`src/rtl/ram_arbiter.sv`:
```
// Two-requester arbiter (fetch, memory stage) onto a 16-bit RAM port; each 32-bit word moves as HI then LO beats.
// Latency 2*WAIT_CYCLES+1 from grant to ack; requests wait via *_stall while another transaction is in flight.
module ram_arbiter #(
    parameter int WAIT_CYCLES  = 1,
    parameter int STARVE_LIMIT = 4
) (
    input  logic        clock,
    input  logic        reset,
    input  logic        if_req,
    input  logic [17:0] if_addr,
    output logic [31:0] if_rdata,
    output logic        if_ack,
    output logic        if_stall,
    input  logic        mem_req,
    input  logic        mem_we,
    input  logic [17:0] mem_addr,
    input  logic [31:0] mem_wdata,
    output logic [31:0] mem_rdata,
    output logic        mem_ack,
    output logic        mem_stall,
    output logic [17:0] ram_addr,
    output logic [15:0] ram_wdata,
    input  logic [15:0] ram_rdata,
    output logic        ram_wre,
    output logic        ram_en
);

    typedef enum logic [1:0] {S_IDLE, S_HI, S_LO, S_ACK} state_t;

    localparam logic [3:0] BEAT_LAST = 4'(WAIT_CYCLES - 1);
    localparam logic [3:0] STARVE_MAX = 4'(STARVE_LIMIT);

    state_t      r_state;
    logic [3:0]  r_cnt;
    logic [3:0]  r_starve;
    logic        r_owner_mem;
    logic        r_we;
    logic [17:0] r_base;
    logic [15:0] r_wdata_lo;
    logic [31:0] r_if_rdata;
    logic [31:0] r_mem_rdata;
    logic        r_if_ack;
    logic        r_mem_ack;
    logic [17:0] r_ram_addr;
    logic [15:0] r_ram_wdata;
    logic        r_ram_wre;
    logic        r_ram_en;

    logic        w_grant_if;
    logic        w_grant_mem;
    logic        w_grant_wr;
    logic        w_beat_last;
    logic [17:0] w_base;
    logic        w_unused_addr_lsb;

    // Fetch pre-empts mem only once it has watched STARVE_LIMIT mem grants go by.
    assign w_grant_if  = if_req & (~mem_req | (r_starve == STARVE_MAX));
    assign w_grant_mem = mem_req & ~w_grant_if;
    assign w_grant_wr  = w_grant_mem & mem_we;
    assign w_beat_last = (r_cnt == BEAT_LAST);
    assign w_base      = w_grant_mem ? {1'b0, mem_addr[17:1]} : {1'b0, if_addr[17:1]};
    assign w_unused_addr_lsb = if_addr[0] ^ mem_addr[0];

    assign if_rdata  = r_if_rdata;
    assign mem_rdata = r_mem_rdata;
    assign if_ack    = r_if_ack;
    assign mem_ack   = r_mem_ack;
    assign if_stall  = if_req & ~r_if_ack;
    assign mem_stall = mem_req & ~r_mem_ack;
    assign ram_addr  = r_ram_addr;
    assign ram_wdata = r_ram_wdata;
    assign ram_wre   = r_ram_wre;
    assign ram_en    = r_ram_en;

    always_ff @(posedge clock or negedge reset) begin
        if (!reset) begin
            r_state     <= S_IDLE;
            r_cnt       <= 4'd0;
            r_starve    <= 4'd0;
            r_owner_mem <= 1'b0;
            r_we        <= 1'b0;
            r_base      <= 18'd0;
            r_wdata_lo  <= 16'd0;
            r_if_rdata  <= 32'd0;
            r_mem_rdata <= 32'd0;
            r_if_ack    <= 1'b0;
            r_mem_ack   <= 1'b0;
            r_ram_addr  <= 18'd0;
            r_ram_wdata <= 16'd0;
            r_ram_wre   <= 1'b1;
            r_ram_en    <= 1'b0;
        end else begin
            case (r_state)
                S_IDLE: begin
                    if (!if_req || w_grant_if) begin
                        r_starve <= 4'd0;
                    end else if (w_grant_mem && r_starve != STARVE_MAX) begin
                        r_starve <= r_starve + 4'd1;
                    end
                    if (w_grant_if || w_grant_mem) begin
                        r_state     <= S_HI;
                        r_cnt       <= 4'd0;
                        r_owner_mem <= w_grant_mem;
                        r_we        <= w_grant_wr;
                        r_base      <= w_base;
                        r_wdata_lo  <= w_grant_wr ? mem_wdata[15:0] : 16'd0;
                        r_ram_addr  <= w_base;
                        r_ram_wdata <= w_grant_wr ? mem_wdata[31:16] : 16'd0;
                        r_ram_wre   <= ~w_grant_wr;
                        r_ram_en    <= 1'b1;
                    end
                end
                S_HI: begin
                    if (w_beat_last) begin
                        if (!r_we) begin
                            if (r_owner_mem) r_mem_rdata[31:16] <= ram_rdata;
                            else             r_if_rdata[31:16]  <= ram_rdata;
                        end
                        r_state     <= S_LO;
                        r_cnt       <= 4'd0;
                        r_ram_addr  <= r_base + 18'd1;
                        r_ram_wdata <= r_wdata_lo;
                    end else begin
                        r_cnt <= r_cnt + 4'd1;
                    end
                end
                S_LO: begin
                    if (w_beat_last) begin
                        if (!r_we) begin
                            if (r_owner_mem) r_mem_rdata[15:0] <= ram_rdata;
                            else             r_if_rdata[15:0]  <= ram_rdata;
                        end
                        r_state   <= S_ACK;
                        r_cnt     <= 4'd0;
                        r_ram_en  <= 1'b0;
                        r_ram_wre <= 1'b1;
                        r_mem_ack <= r_owner_mem;
                        r_if_ack  <= ~r_owner_mem;
                    end else begin
                        r_cnt <= r_cnt + 4'd1;
                    end
                end
                S_ACK: begin
                    r_if_ack  <= 1'b0;
                    r_mem_ack <= 1'b0;
                    r_state   <= S_IDLE;
                end
                default: begin
                    r_state <= S_IDLE;
                end
            endcase
        end
    end

endmodule

```
`config.mk`:
```
export PLATFORM = sky130hd
export DESIGN_NAME = ram_arbiter
export DESIGN_NICKNAME = d
export VERILOG_FILES = /design/src/rtl/ram_arbiter.sv
export SDC_FILE = /design/constraint.sdc
export NUM_CORES = 1
export LEC_CHECK = 0
export CORE_MARGIN = 5
export CORE_UTILIZATION = 52
export DETAILED_ROUTE_END_ITERATION = 16
export PLACE_DENSITY = 0.86
export SLEW_MARGIN = 25
export SYNTH_ARGS = -nofsm -noshare
export SYNTH_HDL_FRONTEND = slang
export SYNTH_SLANG_ARGS = --single-unit
```
`constraint.sdc`:
```
create_clock -name clock -period 4.35 [get_ports clock]
set_clock_uncertainty 0.15 [all_clocks]
set_input_delay 0.87 -clock clock [delete_from_list [all_inputs] [get_ports clock]]
set_output_delay 0.87 -clock clock [all_outputs]
set_load 0.1 [all_outputs]
```
==> flow_summary_export.csv, run 1 <==
group,metric,value,unit
floorplanning,dieArea,15310,sq um
status,run_status,"completed",
clock_network,cts_setup_buffers,0,
route,avgRoutedWirePerCell,20.39,microns
clock_network,h-tree-depth,4,
cells_and_area,final_util,73.99,%
synthesis,yosysWarnings,0,
route,dr_total_vias,5494,
cells_and_area,fill_cells,861,
synthesis,synth_mux_area_share,13.06,%
critical_path,critPathArrivalTime,2160,ps
cells_and_area,drive_gt1_share,15.86,%
critical_path,startpoint_type,"primary input",
clock_network,clkSinkCount,147,
floorplanning,die_w,123.7,microns
clock_network,root_buffer,"clkbuf_16",
clock_network,clk_latency,420,ps
placed_design,place.gp.congestion,0.8553,
timing,fin_crit,3177,ps
critical_path,worstPathMaxFanout,27,
floorplanning,rows,41,
clock_network,cts_resized,0,
synthesis,synth_xor_xnor_area_share,1.302,%
floorplanning,start_util,53.10,%
synthesis,synth_area_per_cell,11.72,sq um
timing,rsz0062_at_grt,"no",
timing,worst_pin_slew,1032,ps
grt,grt_usage,25.76,%
synthesis,syn_inst,574,
synthesis,ys_ff_latch,147,
grt,grt_max_degree,114,
placed_design,port_buffers,190,
placed_design,dpl.hpwl,13550,microns
synthesis,async_flop_share,100.0,%
clock_network,ctsHoldBuffers,0,
grt,overflow,0,
synthesis,synth_fa_ha_area_share,1.860,%
timing,post-route-period-util,73.03,%
synthesis,syn-num-nets,673,
route,drt_iter0_markers,384,
timing,clock.fmax,0.3148,GHz
synthesis,synth_ff_type,"dfrtp_1",
floorplanning,die_y,123.7,microns
timing,final.setup.tns,0,ps
cells_and_area,fin_nets,856,
synthesis,synth_simple_gate_area_share,11.62,%
clock_network,cts_tree,"done",
route,routed_via_density,5.838,
clock_network,clk_path_buf_depth,2,
critical_path,criticalPathCategory,"primary input to output port",
grt,grt_pass1_vias,5630,
floorplanning,core,12670,sq um
synthesis,synth_top_family_by_area,"compound AO/OA/AOI/OAI gates",
cells_and_area,final_common_cell,"clkdlybuf4s50_1",
route,routed_wirelength,19190,microns
flow_run,maxCapViolCount,0,
synthesis,yosysTopAreaCell,"dfrtp_1",
synthesis,syn-cell-area,6728,sq um
placed_design,pre_cts_ws,843.1,ps
critical_path,worst-endpoint-required,3330,ps
synthesis,synth_top_area_share,54.31,%
synthesis,yosysSeqAreaShare,54.70,%
synthesis,ys_top_cells_by_area,"dfrtp_1 (54%), mux2_2 (7.7%), mux2_4 (4.5%), a22o_1 (2.7%), nor2_1 (2.5%)",
critical_path,end_kind,"output port",
cells_and_area,layout_common_cells,"clkdlybuf4s50_1 (187), dfrtp_1 (146), mux2_2 (46)",
cells_and_area,n_antenna_cell,0,
grt,antenna_found_initial,0,
cells_and_area,multiInputGateArea,2856,sq um
synthesis,ys_types,58,
cells_and_area,seq_area,3680,sq um
timing,relSlewSlack,30.98,%
grt,grt_pass1_wl,30100,microns
timing,drv_slew,0,
synthesis,synth-edff-count,0,
cells_and_area,area_growth,39.35,%
clock_network,cts_buffers,17,
route,remaining_drc_errors,0,
timing,setup-violations-final,0,
clock_network,cts.clk_slew.worst_paths,60,ps
route,drt_first_pass_iters,5,
hold_path,hold_class,"flip-flop to flip-flop",
floorplanning,ios,193,
timing,hold_violations,0,
synthesis,synth_compound_area_share,14.15,%
route,final_antenna_net_count,0,
timing,worst_slack,1173,ps
==> flip-flops by register name, summed over array words and instances (netlist names) <==
name         count
if_ack           1
if_rdata        32
mem_ack          1
mem_rdata       32
r_base          17
r_cnt            4
r_owner_mem      1
r_starve         4
r_state          2
r_wdata_lo      16
r_we             1
ram_addr        18
ram_en           1
ram_wdata       16
ram_wre          1
==> synth_stat cells, drive strengths merged (3+ instances only) <==
cell and count:
a211o 3, a211oi 7, a21boi 5, a21oi 22, a221oi 18, a22o 21
and3 15, buf 17, clkbuf 18, dfrtp 146, ha 10, inv 10
mux2 66, mux2i 6, nand2 43, nand3 11, nand4 5, nor2 45
nor3 16, nor3b 3, nor4 5, o21a 4, o21ai 34, o31ai 7
xnor2 9
==> stage by stage <==
| stage | instances | instance area [sq um] | hold WS (ps) |
|---|---|---|---|
| floorplan | 574 | 6728 | 306.5 |
| global placement | 909 | 8747 | 329.9 |
| detailed placement | 910 | 8762 | 330.5 |
| CTS | 941 | 9373 | 356.2 |
| global route | 941 | 9375 | 366.6 |
| finish | 941 | 9375 | 353.6 |
==> path summary, 6_finish.rpt <==
kind,startpoint,endpoint,slack [ps],cells after the start
setup reg to reg,r_state[0]$_DFFE_PN0P_,ram_addr[13]$_DFFE_PN0P_,1470,7
hold / removal,mem_rdata[3]$_DFFE_PN0P_,mem_rdata[3]$_DFFE_PN0P_,350,1
hold reg to reg,mem_rdata[3]$_DFFE_PN0P_,mem_rdata[3]$_DFFE_PN0P_,350,1
min in group asynchronous,reset,if_rdata[17]$_DFFE_PN0P_,390,1
max in group asynchronous,reset,ram_wdata[14]$_DFFE_PN0P_,2810,2
setup / recovery,mem_req,mem_stall,1170,4
==> area by class of cell <==
type	instances	share of cell area, %
sequential	147	39.25
multi-input combinational	382	30.47
timing repair buffer	199	21.07
clock buffer	22	5.165
tap	172	2.295
clock inverter	9	1.348
inverter	10	0.4004
==> per-layer routing <==
layer / GRT usage, % / wire, microns / vias up
met3: 8.038 / 1769 / 37
li1: - / - / 2474
met1: 31.17 / 7397 / 2726
met2: 42.82 / 9526 / 257
met4: 10.52 / 497 / 0
met5: 0 / 0 / -
==> logic make-up (layout without fill, tap and decap cells) <==
group	count (synthesis)	in the layout
AND/OR/NAND/NOR	154	154
multiplexers	72	72
AO/OA/AOI/OAI	136	136
adder cells (fa/ha/maj)	10	10
flip-flops	147	147
XOR/XNOR	10	10
buffers and inverters	45	240
==> critical path, cell delays in order <==
cell	delay [ps]
clkdlybuf4s50_1	520
buf_4	290
nor2b_1	170
buf_4	300
Power of run 1 is not shown: default switching activity piles up to over one toggle a cycle in this logic, so the estimate is an artifact.
==> inputs of run 2 (changes only) <==
--- a/config.mk
+++ b/config.mk
@@ -6,9 +6,9 @@
 export NUM_CORES = 1
 export LEC_CHECK = 0
 export CORE_MARGIN = 5
-export CORE_UTILIZATION = 52
+export CORE_UTILIZATION = 48
 export DETAILED_ROUTE_END_ITERATION = 16
-export PLACE_DENSITY = 0.86
+export PLACE_DENSITY = 0.81
 export SLEW_MARGIN = 25
 export SYNTH_ARGS = -nofsm -noshare
 export SYNTH_HDL_FRONTEND = slang
==> constraint.sdc (replaced) <==
create_clock -name clock -period 2.95 [get_ports clock]
set_clock_uncertainty 0.15 [all_clocks]
set_input_delay 0.59 -clock clock [delete_from_list [all_inputs] [get_ports clock]]
set_output_delay 0.59 -clock clock [all_outputs]
set_load 0.1 [all_outputs]
==> run 2 against run 1 <==
Sequential cell count is the same; cell count grew 1.9%; largest cell class unchanged; via count grew 0.13%; register-to-register slack lost 1100 ps; critical path type unchanged; wire length shrank 3.4%; non-clock buffer count grew 11; sequential share of layout area grew 0.74 points.
==> flow_summary_export.csv, run 2 (same netlist as run 1, synthesis figures left out) <==
group,metric,value,unit
floorplanning,die_y,128.4,microns
grt,antenna_found_initial,0,
critical_path,worst-endpoint-required,2210,ps
cells_and_area,seq_area,3680,sq um
critical_path,rr_endpoint,"mem_rdata[13]$_DFFE_PN0P_",
status,run_status,"completed",
critical_path,cp_cell_sequence,"clkdlybuf4s50_1 > nor2b_2 > buf_12",
cells_and_area,layout_common_cells,"dfrtp_1 (146), buf_4 (119), clkdlybuf4s50_1 (85)",
timing,clock.fmax,0.3830,GHz
floorplanning,ios,193,
timing,post-route-period-util,88.51,%
cells_and_area,final_common_cell,"dfrtp_1",
cells_and_area,fill_cells,1038,
route,remaining_drc_errors,0,
clock_network,cts_setup_buffers,0,
grt,overflow,0,
floorplanning,dieArea,16480,sq um
route,drt_iter0_markers,267,
floorplanning,rows,43,
route,avgRoutedWirePerCell,19.32,microns
timing,setup-violations-final,0,
placed_design,place.gp.congestion,0.8317,
floorplanning,die_w,128.4,microns
route,wl_met1,7699,microns
cells_and_area,fin_nets,867,
clock_network,cts_tree,"done",
cells_and_area,area_growth,36.77,%
timing,final.setup.tns,0,ps
timing,drv_slew,0,
grt,grt_pass1_vias,5693,
clock_network,h-tree-depth,4,
grt,grt_max_degree,76,
route,top_layer,"met4",
clock_network,cts_resized,0,
route,wl_met3,1358,microns
cells_and_area,multiInputGateArea,2859,sq um
critical_path,critPathArrivalTime,1870,ps
critical_path,max_stage_delay,800,ps
cells_and_area,n_antenna_cell,0,
clock_network,cts_buffers,17,
critical_path,criticalPathCategory,"primary input to output port",
critical_path,startpoint_type,"primary input",
timing,worst_pin_slew,704.6,ps
timing,rsz0062_at_grt,"no",
route,final_antenna_net_count,0,
clock_network,ctsHoldBuffers,0,
route,routed_via_density,5.736,
grt,grt_pass1_wl,29060,microns
timing,fin_crit,2611,ps
floorplanning,core,13830,sq um
critical_path,end_kind,"output port",
critical_path,reg2reg_from,"r_cnt[0]$_DFFE_PN0P_",
route,met2WireLength,9067,microns
route,routed_wirelength,18530,microns
hold_path,hold_class,"primary input to async pin",
timing,relSlewSlack,53.03,%
critical_path,worstPathMaxFanout,13,
cells_and_area,drive_gt1_share,29.40,%
floorplanning,start_util,48.66,%
clock_network,cts.clk_slew.worst_paths,50,ps
critical_path,worstRegToRegCells,6,
route,dr_total_vias,5501,
clock_network,clk_path_buf_depth,2,
timing,hold_violations,0,
flow_run,maxCapViolCount,0,
placed_design,dpl.hpwl,13630,microns
clock_network,clkSinkCount,147,
critical_path,reg2reg_slack,370,ps
placed_design,port_buffers,190,
clock_network,root_buffer,"clkbuf_16",
grt,grt_usage,22.50,%
clock_network,clk_latency,420,ps
critical_path,crit_slowest_cell,"clkdlybuf4s50_1",
route,drt_first_pass_iters,5,
run 2: cell types whose count changed in the layout (fill, tap and decap cells not counted), moves of 4 or more:
cell / before / now
buf_12: 0 / 5
buf_4: 10 / 119
clkbuf_1: 1 / 7
clkbuf_8: 5 / 1
clkdlybuf4s50_1: 187 / 85
run 2: area by class of cell:
type | count | share of cell area [%]
inverters | 10 | 0.4079
flip-flops and latches | 147 | 39.99
clock buffers | 25 | 5.058
repair buffers | 210 | 20.17
clock inverters | 5 | 0.8567
multi-input cells | 382 | 31.07
well taps | 180 | 2.448
run 2: layer usage:
layer  vias to the layer above  track usage, %
met4                         0           8.427
met1                      2728           28.70
met5                         -               0
met2                       235           36.93
li1                       2503               -
met3                        35           6.019
run 2: how the worst max path moves through the flow:
| stage | cells past startpoint | end | start | slack [ps] |
|---|---|---|---|---|
| finish | 3 | mem_stall | mem_req | 340 |
| global route | 6 | mem_rdata[10]$_DFFE_PN0P_ | r_cnt[0]$_DFFE_PN0P_ | 250 |
| CTS | 3 | mem_stall | mem_req | 350 |
| detailed placement | 7 | ram_addr[11]$_DFFE_PN0P_ | mem_req | 200 |
| global placement | 7 | ram_addr[11]$_DFFE_PN0P_ | mem_req | 230 |
| floorplan | 3 | mem_stall | mem_req | 370 |
run 2: critical path, delay by kind of cell:
kind / cells / cell delay (ps)
buffers and inverters: 2 / 990
AND/OR/NAND/NOR: 1 / 290
run 2: per-stage QoR:
stage               worst slack (ps)  cell area [sq um]  hold WS [ps]  util (%)  cells
finish                         338.8               9201         46.56     66.55    959
global route                   251.7               9201         92.73     66.55    959
CTS                            350.3               9201         70.44     66.55    959
detailed placement             198.3               8657         339.7     62.61    929
global placement               231.1               8657         327.9     62.61    929
floorplan                      366.1               6733         144.4         -    574
Power of run 2 is left out for the same reason.
